[config.mk]
export PLATFORM = sky130hd
export DESIGN_NAME = psram_write_coalescer
export DESIGN_NICKNAME = d
export VERILOG_FILES = /design/src/rtl/psram_pkg.sv /design/src/rtl/psram_byte_fifo.sv /design/src/rtl/psram_write_coalescer.sv
export SDC_FILE = /design/constraint.sdc
export NUM_CORES = 1
export LEC_CHECK = 0
export BUFFER_PORTS_ARGS = -buffer_cell sky130_fd_sc_hd__buf_2
export CORE_MARGIN = 2
export CORE_UTILIZATION = 55
export DETAILED_ROUTE_END_ITERATION = 8
export PLACE_DENSITY = 0.73
export SETUP_SLACK_MARGIN = 0.05
export SYNTH_ARGS = -nofsm -noshare
export SYNTH_HDL_FRONTEND = slang
export SYNTH_HIERARCHICAL = 1
export SYNTH_SLANG_ARGS = --single-unit
[constraint.sdc]
create_clock -name sysclk -period 5.03 [get_ports sysclk]
set_input_delay 0.503 -clock sysclk [delete_from_list [all_inputs] [get_ports sysclk]]
set_output_delay 0.503 -clock sysclk [all_outputs]
set_load 0.02 [all_outputs]
[src/rtl/psram_pkg.sv]
// Shared state encoding, page geometry and burst limits for the PSRAM write coalescer.
package psram_pkg;

   typedef enum logic [2:0] {
      IDLE,
      COLLECT,
      REQUEST,
      STREAM,
      WAIT_DONE
   } state_t;

   localparam int PAGE_SIZE       = 1024;
   localparam int PAGE_BITS       = $clog2(PAGE_SIZE);
   localparam int MAX_BURST_LIMIT = 32;

   // A burst may not run into the first byte of the next PSRAM page.
   function automatic logic is_page_start(input logic [PAGE_BITS-1:0] offset);
      return offset == '0;
   endfunction

endpackage

[src/rtl/psram_byte_fifo.sv]
// Byte FIFO holding one burst worth of data; DEPTH need not be a power of two.
module psram_byte_fifo #(
   parameter  int DEPTH = 32,
   localparam int AW    = (DEPTH > 1) ? $clog2(DEPTH) : 1,
   localparam int LW    = $clog2(DEPTH + 1)
) (
   input  logic          sysclk,
   input  logic          reset,
   input  logic          i_push,
   input  logic [7:0]    i_data,
   input  logic          i_pop,
   output logic [7:0]    o_head,
   output logic          o_full,
   output logic          o_empty,
   output logic [LW-1:0] o_level
);

   logic [7:0]    r_mem [DEPTH];
   logic [AW-1:0] r_wr;
   logic [AW-1:0] r_rd;
   logic [LW-1:0] r_level;
   logic          w_push;
   logic          w_pop;

   function automatic logic [AW-1:0] ptr_inc(input logic [AW-1:0] ptr);
      return (ptr == AW'(DEPTH - 1)) ? '0 : ptr + AW'(1);
   endfunction

   assign w_push  = i_push && (r_level != LW'(DEPTH));
   assign w_pop   = i_pop && (r_level != '0);
   assign o_head  = r_mem[r_rd];
   assign o_full  = (r_level == LW'(DEPTH));
   assign o_empty = (r_level == '0);
   assign o_level = r_level;

   // NOTE: storage has no reset; only the pointers and level define what is valid.
   always_ff @(posedge sysclk) begin
      if (w_push) r_mem[r_wr] <= i_data;
   end

   always_ff @(posedge sysclk or negedge reset) begin
      if (!reset) begin
         r_wr    <= '0;
         r_rd    <= '0;
         r_level <= '0;
      end else begin
         if (w_push) r_wr <= ptr_inc(r_wr);
         if (w_pop)  r_rd <= ptr_inc(r_rd);
         case ({w_push, w_pop})
            2'b10:   r_level <= r_level + LW'(1);
            2'b01:   r_level <= r_level - LW'(1);
            default: r_level <= r_level;
         endcase
      end
   end

endmodule

[src/rtl/psram_write_coalescer.sv]
// Merges contiguous host byte writes into page-bounded PSRAM bursts.
// Define PSRAM_COALESCER_STATS_EN to add the stat_bursts / stat_bytes counters.
module psram_write_coalescer
   import psram_pkg::*;
#(
   parameter int MAX_BURST    = 32,
   parameter int IDLE_TIMEOUT = 64
) (
   input  logic        sysclk,
   input  logic        reset,
   input  logic        in_valid,
   output logic        in_ready,
   input  logic [23:0] in_address,
   input  logic [7:0]  in_data,
   input  logic        flush,
   output logic        burst_req,
   input  logic        burst_ack,
   output logic [23:0] burst_address,
   output logic [5:0]  burst_size,
   input  logic        next_byte_needed,
   output logic [7:0]  burst_data,
   input  logic        burst_done,
   output logic        busy
`ifdef PSRAM_COALESCER_STATS_EN
   ,
   output logic [15:0] stat_bursts,
   output logic [23:0] stat_bytes
`endif
);

   localparam int DEPTH = (MAX_BURST > MAX_BURST_LIMIT) ? MAX_BURST_LIMIT :
                          (MAX_BURST < 1) ? 1 : MAX_BURST;
   localparam int LW    = $clog2(DEPTH + 1);
   localparam int IW    = (IDLE_TIMEOUT > 0) ? $clog2(IDLE_TIMEOUT + 1) : 1;

   state_t        r_state;
   state_t        w_state_nxt;
   logic          r_rdy_en;
   logic [23:0]   r_addr;
   logic [5:0]    r_count;
   logic [IW-1:0] r_idle;
   logic [IW-1:0] w_idle_nxt;
   logic [7:0]    r_hold;
   logic          w_accept;
   logic          w_contig;
   logic          w_timeout;
   logic          w_pop;
   logic          w_full;
   logic          w_empty;
   logic [7:0]    w_head;
   logic [LW-1:0] w_level;

   psram_byte_fifo #(.DEPTH(DEPTH)) u_fifo (
      .sysclk  (sysclk),
      .reset   (reset),
      .i_push  (w_accept),
      .i_data  (in_data),
      .i_pop   (w_pop),
      .o_head  (w_head),
      .o_full  (w_full),
      .o_empty (w_empty),
      .o_level (w_level)
   );

   assign w_contig  = (in_address == r_addr + 24'(r_count)) &&
                      !is_page_start(in_address[PAGE_BITS-1:0]);
   assign w_accept  = in_valid && in_ready;
   assign w_pop     = (r_state == STREAM) && next_byte_needed && !w_empty;
   assign w_timeout = (w_idle_nxt == IW'(IDLE_TIMEOUT));

   always_comb begin
      if (w_accept)                          w_idle_nxt = '0;
      else if (r_idle == IW'(IDLE_TIMEOUT))  w_idle_nxt = r_idle;
      else                                   w_idle_nxt = r_idle + IW'(1);
   end

   // NOTE: non-blocking assignments for every register so all flops update from pre-edge values.
   always_ff @(posedge sysclk or negedge reset) begin
      if (!reset) r_state <= IDLE;
      else        r_state <= w_state_nxt;
   end

   // NOTE: default assignment first so no path through the case leaves w_state_nxt unassigned (no latch).
   always_comb begin
      w_state_nxt = r_state;
      case (r_state)
         IDLE:      if (w_accept) w_state_nxt = COLLECT;
         COLLECT:   if (r_count == 6'(DEPTH) || flush || w_timeout || (in_valid && !w_contig))
                       w_state_nxt = REQUEST;
         REQUEST:   if (burst_ack) w_state_nxt = STREAM;
         STREAM:    if (w_pop && w_level == LW'(1)) w_state_nxt = WAIT_DONE;
         WAIT_DONE: if (burst_done) w_state_nxt = IDLE;
         default:   w_state_nxt = IDLE;
      endcase
   end

   // A rejected non-contiguous byte sees in_ready low in the same cycle it is offered.
   always_comb begin
      in_ready = 1'b0;
      case (r_state)
         IDLE:    in_ready = r_rdy_en && !w_full;
         COLLECT: in_ready = !w_full && (!in_valid || w_contig);
         default: in_ready = 1'b0;
      endcase
      burst_req     = (r_state == REQUEST);
      busy          = (r_state != IDLE) || !w_empty;
      burst_data    = w_empty ? r_hold : w_head;
      burst_address = r_addr;
      burst_size    = r_count;
   end

   always_ff @(posedge sysclk or negedge reset) begin
      if (!reset) begin
         r_rdy_en <= 1'b0;
         r_addr   <= '0;
         r_count  <= '0;
         r_idle   <= '0;
         r_hold   <= '0;
      end else begin
         r_rdy_en <= 1'b1;
         r_idle   <= (r_state == COLLECT) ? w_idle_nxt : '0;
         if (w_accept) begin
            if (r_state == IDLE) begin
               r_addr  <= in_address;
               r_count <= 6'd1;
            end else begin
               r_count <= r_count + 6'd1;
            end
         end
         if (w_pop) r_hold <= w_head;
      end
   end

`ifdef PSRAM_COALESCER_STATS_EN
   logic [15:0] r_stat_bursts;
   logic [23:0] r_stat_bytes;

   always_ff @(posedge sysclk or negedge reset) begin
      if (!reset) begin
         r_stat_bursts <= '0;
         r_stat_bytes  <= '0;
      end else begin
         if (r_state == REQUEST && burst_ack) r_stat_bursts <= r_stat_bursts + 16'd1;
         if (w_pop)                           r_stat_bytes  <= r_stat_bytes + 24'd1;
      end
   end

   assign stat_bursts = r_stat_bursts;
   assign stat_bytes  = r_stat_bytes;
`endif

endmodule

==> metrics, run 1 <==
Mapped Area 14500 um2; DRC viols 0; Clock Latency Late Sink 520 ps; Critical Path, Cell by Cell ha_2, fa_2, a21o_1, a221oi_4, nor4_2, a311oi_1, a211oi_2, nor4_4, nand2_2, a21oi_2, o31a_1, clkinv_8, ha_4, ha_1, a211o_2, nand3_1, or4b_2, xnor2_1; clock slew at reported path FFs 60 ps; HPWL after DPL 20800 um; share of layout cells above drive strength 1 26.5%; fmax 0.206 GHz; CP endpoint kind flip-flop; CP max FO 6; share of synthesized registers carrying an async set or reset 20.2%; Slew headroom 33.3%; register area share after synthesis 64.1%; max cap viols 0; H-tree depth 2; Syn Area/Cell 14.8 um2; hold slack 174 ps; critical path class flip-flop to flip-flop; Gate Count Post-Synth 979; grt total ovfl 0; Crit path depth 18; CP max stage delay 600 ps; drt via density 6.05; nets@finish 1172; Die X 167 um; CP arrival 5250 ps; commonest non-fill, non-tap cell in the layout edfxtp_1; Core Region 26000 um2; Antenna Nets Post-Route 0; sw frac 19.7%; Max VDD drop 0.469 mV; DIE HEIGHT 167 um; # rows 59; Int Power 0.00437 W; Clock Path Buffers 3; Flop pwr share 52.7%; CP top delay family compound AO/OA/AOI/OAI gates; Post-DP Area 15500 um2; Final Slew Violations 0; GPL Wtd Cong 0.885; Worst Path Buf+Inv 1; Pre-Repair DR Iteration Count 5; vias 8888; initial antenna violation count 0; combinational share of power 1.7%; CP max-delay cell or4b_2; CTS sink cnt 321; Total Routed Length 31600 um; outcome finished, final reports clean; Ys Warns 6; Reg2Reg Depth 18; # hold bufs at CTS 0; IO Pins 80; period utilization 96.3%; DIE AREA 27700 um2; wire length per cell 21.5 um; Unique masters post-synth 92; final hold violation count 0; Startpoint Class flip-flop; Fin Clk Skew 22.9 ps; NetSw 0.00107 W; synthesis-to-finish area growth 14.8%; first-pass GRT wire length 49100 um; vias in the first global route 8755; setup violators final 0; cell area power density 326 nW/um2; root buffer cell clkbuf_16; #FFs+latches synth 321; CP required 5440 ps; Final Critical Period 4840 ps; Tot Pwr 0.00545 W; commonest cells after routing, fill and taps aside edfxtp_1, nand2_1, buf_2, dfrtp_1; antenna cell count 0; largest net degree at the start of global routing 66; top_reg_cell synth edfxtp_1; Worst Tran Pin Value 998 ps; starting density of the core 55.9%; share of power burned in the clock network 45.6%; Pleak 6.02 nW; CTS buffer count 34; post-route design area 16700 um2; DR iter-0 viols 816; unrepaired setup endpoints after global routing no; Worst Hold Class input pin to async pin; Net Count, Synth 1042; total track usage 22.7%; CTS tree yes; I/O Buffers 79; Post-synth EDFFs 256
[registers in the layout, summed over array words and instances (netlist names)]
signal	count
burst_address	24
burst_size	6
r_hold	8
r_idle	7
r_rdy_en	1
r_state	3
u_fifo/o_level	6
u_fifo/r_mem	256
u_fifo/r_rd	5
u_fifo/r_wr	5
[cells by family (layout without fill, tap and decap cells)]
family	after synthesis	after routing	share of synthesized area, %
fa+ha+maj	24	24	2.17
flops	321	321	64.1
compound gates	147	147	7.83
mux	104	104	11.5
buf+inv	59	214	2.36
simple gates	287	287	9.84
xor+xnor	36	36	2.17
other cells	1	1	0.0258
[power by group through the flow]
stage	clock network (W)	logic [W]	registers [W]
2_1_floorplan	0	0.0000257	0.00293
3_3_place_gp	0	0.0000919	0.00292
3_5_place_dp	0	0.0000932	0.00292
4_1_cts	0.00252	0.0000942	0.00287
5_1_grt	0.00262	0.000104	0.00287
6_report	0.00248	0.0000933	0.00287
[per-stage QoR]
| stage | TNS, ps | utilization [%] | setup WS [ps] | cells |
|---|---|---|---|---|
| 2_1_floorplan | 0 | - | 84.7 | 979 |
| 3_3_place_gp | 0 | 59.6 | 3.17 | 1404 |
| 3_5_place_dp | -97.7 | 59.6 | -97.7 | 1404 |
| 4_1_cts | 0 | 63.9 | 60.8 | 1465 |
| 5_1_grt | 0 | 64.2 | 23.6 | 1469 |
| 6_report | 0 | 64.2 | 186 | 1469 |
[routing by layer]
| layer | wire length, um | GRT usage [%] |
|---|---|---|
| met5 | 0 | 0 |
| met4 | 777 | 6.75 |
| met3 | 1620 | 3.16 |
| met2 | 15700 | 38.5 |
| met1 | 13500 | 31.0 |
[layout make-up]
type	instances	area, um2
clock buffer	42	891
clock inverter	19	221
fill	1863	9310
inverter	16	72.6
multi-input combinational	599	4930
sequential	321	9320
tap	335	419
timing repair buffer	137	831
[synthesized netlist by cell type (5+ instances only)]
| cell type | number | share of area, % |
|---|---|---|
| edfxtp_1 | 256 | 53 |
| nand2_1 | 118 | 3.0 |
| dfrtp_1 | 65 | 11 |
| nor2_1 | 59 | 1.5 |
| mux4_2 | 48 | 7.4 |
| mux2i_1 | 35 | 2.4 |
| a21oi_1 | 26 | 0.90 |
| xnor2_1 | 25 | 1.5 |
| ha_1 | 22 | 1.9 |
| mux2_2 | 21 | 1.6 |
| nand3_1 | 19 | 0.65 |
| clkbuf_1 | 16 | 0.41 |
| o21ai_0 | 16 | 0.55 |
| inv_1 | 15 | 0.39 |
| nor4_1 | 12 | 0.52 |
| xor2_1 | 11 | 0.66 |
| a31oi_1 | 10 | 0.43 |
| buf_2 | 10 | 0.34 |
| a22o_1 | 9 | 0.54 |
| a22oi_1 | 9 | 0.47 |
| nand3b_1 | 9 | 0.47 |
| nor3_1 | 9 | 0.31 |
| o221ai_1 | 9 | 0.54 |
| and3_1 | 7 | 0.30 |
| nor2b_1 | 7 | 0.30 |
| o22ai_1 | 7 | 0.30 |
| buf_4 | 6 | 0.31 |
| buf_6 | 6 | 0.47 |
| or3_1 | 6 | 0.26 |
| a211oi_1 | 5 | 0.26 |
| a21o_1 | 5 | 0.26 |
[path summary, 6_finish.rpt]
| path | from | end | slack [ps] |
|---|---|---|---|
| max in group asynchronous | reset | u_fifo/r_rd[0] | 4220 |
| min reg2reg | r_hold[1] | r_hold[1] | 500 |
| max reg2reg | burst_address[0] | u_fifo/o_level[5] | 190 |
| min | reset | burst_address[22] | 170 |
| min in group sysclk | in_address[12] | burst_address[12] | 210 |
| max | burst_address[0] | u_fifo/o_level[5] | 190 |
[what timing repair did]
item,CTS,global route
gates cloned,0,0
resized for setup,2,10
setup buffers,0,4
setup endpoints to repair,1,1
pin swaps,0,11
No activity file was read; power rests on OpenSTA's default activity.
==> inputs of run 2 (changes only) <==
--- a/config.mk
+++ b/config.mk
@@ -7,9 +7,9 @@
 export LEC_CHECK = 0
 export BUFFER_PORTS_ARGS = -buffer_cell sky130_fd_sc_hd__buf_2
 export CORE_MARGIN = 2
-export CORE_UTILIZATION = 55
+export CORE_UTILIZATION = 61
 export DETAILED_ROUTE_END_ITERATION = 8
-export PLACE_DENSITY = 0.73
+export PLACE_DENSITY = 0.77
 export SETUP_SLACK_MARGIN = 0.05
 export SYNTH_ARGS = -nofsm -noshare
 export SYNTH_HDL_FRONTEND = slang
==> constraint.sdc (replaced) <==
create_clock -name sysclk -period 5.1 [get_ports sysclk]
set_input_delay 0.51 -clock sysclk [delete_from_list [all_inputs] [get_ports sysclk]]
set_output_delay 0.51 -clock sysclk [all_outputs]
set_load 0.02 [all_outputs]
==> metrics, run 2 (synthesized netlist as in run 1, its figures left out) <==
setup violators final 0 (unchanged); period utilization 94.8% (was 96.3%); CTS sink cnt 321 (unchanged); starting density of the core 62.1% (was 55.9%); grt total ovfl 0 (unchanged); root buffer cell clkbuf_16 (unchanged); NetSw 0.00107 W (about the same); Clock Latency Late Sink 520 ps (about the same); wire length per cell 22.2 um (was 21.5 um); fmax 0.207 GHz (was 0.206 GHz); Pre-Repair DR Iteration Count 5 (unchanged); Startpoint Class flip-flop (unchanged); DRC viols 0 (unchanged); IO Pins 80 (unchanged); antenna cell count 0 (unchanged); Total Routed Length 32000 um (was 31600 um); # rows 56 (was 59); Antenna Nets Post-Route 0 (unchanged); DIE HEIGHT 158 um (was 167 um); Clock Path Buffers 3 (unchanged); commonest cells after routing, fill and taps aside edfxtp_1, nand2_1, buf_2, dfrtp_1, nor2_1 (was edfxtp_1, nand2_1, buf_2, dfrtp_1); vias 9020 (was 8888); initial antenna violation count 0 (unchanged); Final Critical Period 4830 ps (was 4840 ps); final hold violation count 0 (unchanged); H-tree depth 2 (unchanged); CP arrival 5230 ps (was 5250 ps); CP required 5500 ps (was 5440 ps); post-route design area 16500 um2 (was 16700 um2); Final Slew Violations 0 (unchanged); post-layout util 70.4% (was 64.2%); cell area power density 316 nW/um2 (was 326 nW/um2); nets@finish 1162 (was 1172); # hold bufs at CTS 0 (unchanged); GPL Wtd Cong 0.898 (was 0.885); Worst Hold Class input pin to async pin (unchanged); CP endpoint kind flip-flop (unchanged); combinational share of power 1.8% (was 1.7%); Most flops, register u_fifo/r_mem (unchanged); total track usage 26.2% (was 22.7%); commonest non-fill, non-tap cell in the layout edfxtp_1 (unchanged); drt via density 6.26 (was 6.05); Die X 158 um (was 167 um); outcome finished, final reports clean (unchanged); CP max FO 9 (was 6); DR iter-0 viols 819 (was 816); max reg flops 256 (unchanged); CTS tree yes (unchanged); max cap viols 0 (unchanged); sw frac 20.5% (was 19.7%); share of power burned in the clock network 43.9% (was 45.6%); Pleak 5.93 nW (was 6.02 nW); Worst Tran Pin Value 1160 ps (was 998 ps); critical path class flip-flop to flip-flop (unchanged); first-pass GRT wire length 49200 um (was 49100 um); vias in the first global route 8726 (was 8755); largest net degree at the start of global routing 66 (unchanged); Max VDD drop 0.311 mV (was 0.469 mV); I/O Buffers 79 (unchanged); HPWL after DPL 20600 um (was 20800 um); DIE AREA 25100 um2 (was 27700 um2); clock slew at reported path FFs 60 ps (about the same); share of layout cells above drive strength 1 25.2% (was 26.5%); hold slack 180 ps (was 174 ps); Flop pwr share 54.3% (was 52.7%); CTS buffer count 34 (unchanged); Post-DP Area 15400 um2 (was 15500 um2); Int Power 0.00414 W (was 0.00437 W); Slew headroom 22.5% (was 33.3%); synthesis-to-finish area growth 13.4% (was 14.8%); unrepaired setup endpoints after global routing no (unchanged); Fin Clk Skew 19.7 ps (was 22.9 ps); Core Region 23400 um2 (was 26000 um2)
-- run 2: area by class of cell --
class,count,area (um2)
clock buffer,38,866
clock inverter,20,156
inverter,16,72.6
timing repair buffer,127,756
fill,1558,6930
sequential,321,9320
tap,319,399
multi-input combinational,599,4910
-- run 2: timing repair --
item                       in CTS  in global routing
pin swaps                       1                  4
setup endpoints to repair       1                  1
cloned                          0                  0
buffers inserted                0                  3
resized for setup               2                  5
-- run 2: worst max-delay path, cell delays in order (launching register included) --
cell and delay, ps:
dfrtp_1 390, ha_1 250, fa_2 370, a21o_1 240
a221oi_4 340, buf_4 170, and3_1 130, o2bb2a_1 150
nand4_2 130, nor4_4 300, nand2_2 130, a21oi_1 160
o31a_1 310, clkinv_8 90, ha_4 200, ha_1 290
a211o_2 350, nand3_1 70, or4b_4 480, xnor2_2 160
-- run 2: path summary, 6_finish.rpt --
kind / from / end / slack [ps] / depth (start not counted)
max: burst_address[0] / u_fifo/o_level[5] / 270 / 19
max in group asynchronous: reset / u_fifo/r_rd[0] / 4270 / 2
min reg2reg: r_hold[5] / r_hold[5] / 500 / 1
min: reset / burst_address[12] / 180 / 2
min in group sysclk: in_address[22] / burst_address[22] / 210 / 3
max reg2reg: burst_address[0] / u_fifo/o_level[5] / 270 / 19
-- run 2: power by group through the flow --
stage | Sequential [W] | Clock (W) | Combinational [W]
after floorplan | 0.00288 | 0 | 0.0000254
after global placement | 0.00288 | 0 | 0.0000918
after detailed placement | 0.00288 | 0 | 0.0000939
after CTS | 0.00283 | 0.00230 | 0.0000943
after global routing | 0.00283 | 0.00240 | 0.000104
final | 0.00283 | 0.00228 | 0.0000936
-- run 2: routing by layer --
| metal | share of wire (%) | GRT usage, % | vias to the layer above |
|---|---|---|---|
| li1 | - | - | 4049 |
| met1 | 43 | 38.7 | 4561 |
| met2 | 47 | 40.4 | 338 |
| met3 | 6.2 | 4.16 | 72 |
| met4 | 3.0 | 8.75 | 0 |
| met5 | 0 | 0 | - |
-- run 2: metrics by stage --
stage	setup WS (ps)	instances	setup TNS, ps	power [W]
after floorplan	155	979	0	0.00291
after global placement	138	1379	0	0.00298
after detailed placement	-28.9	1379	-28.9	0.00298
after CTS	117	1437	0	0.00523
after global routing	19.7	1440	0	0.00534
final	267	1440	0	0.00521
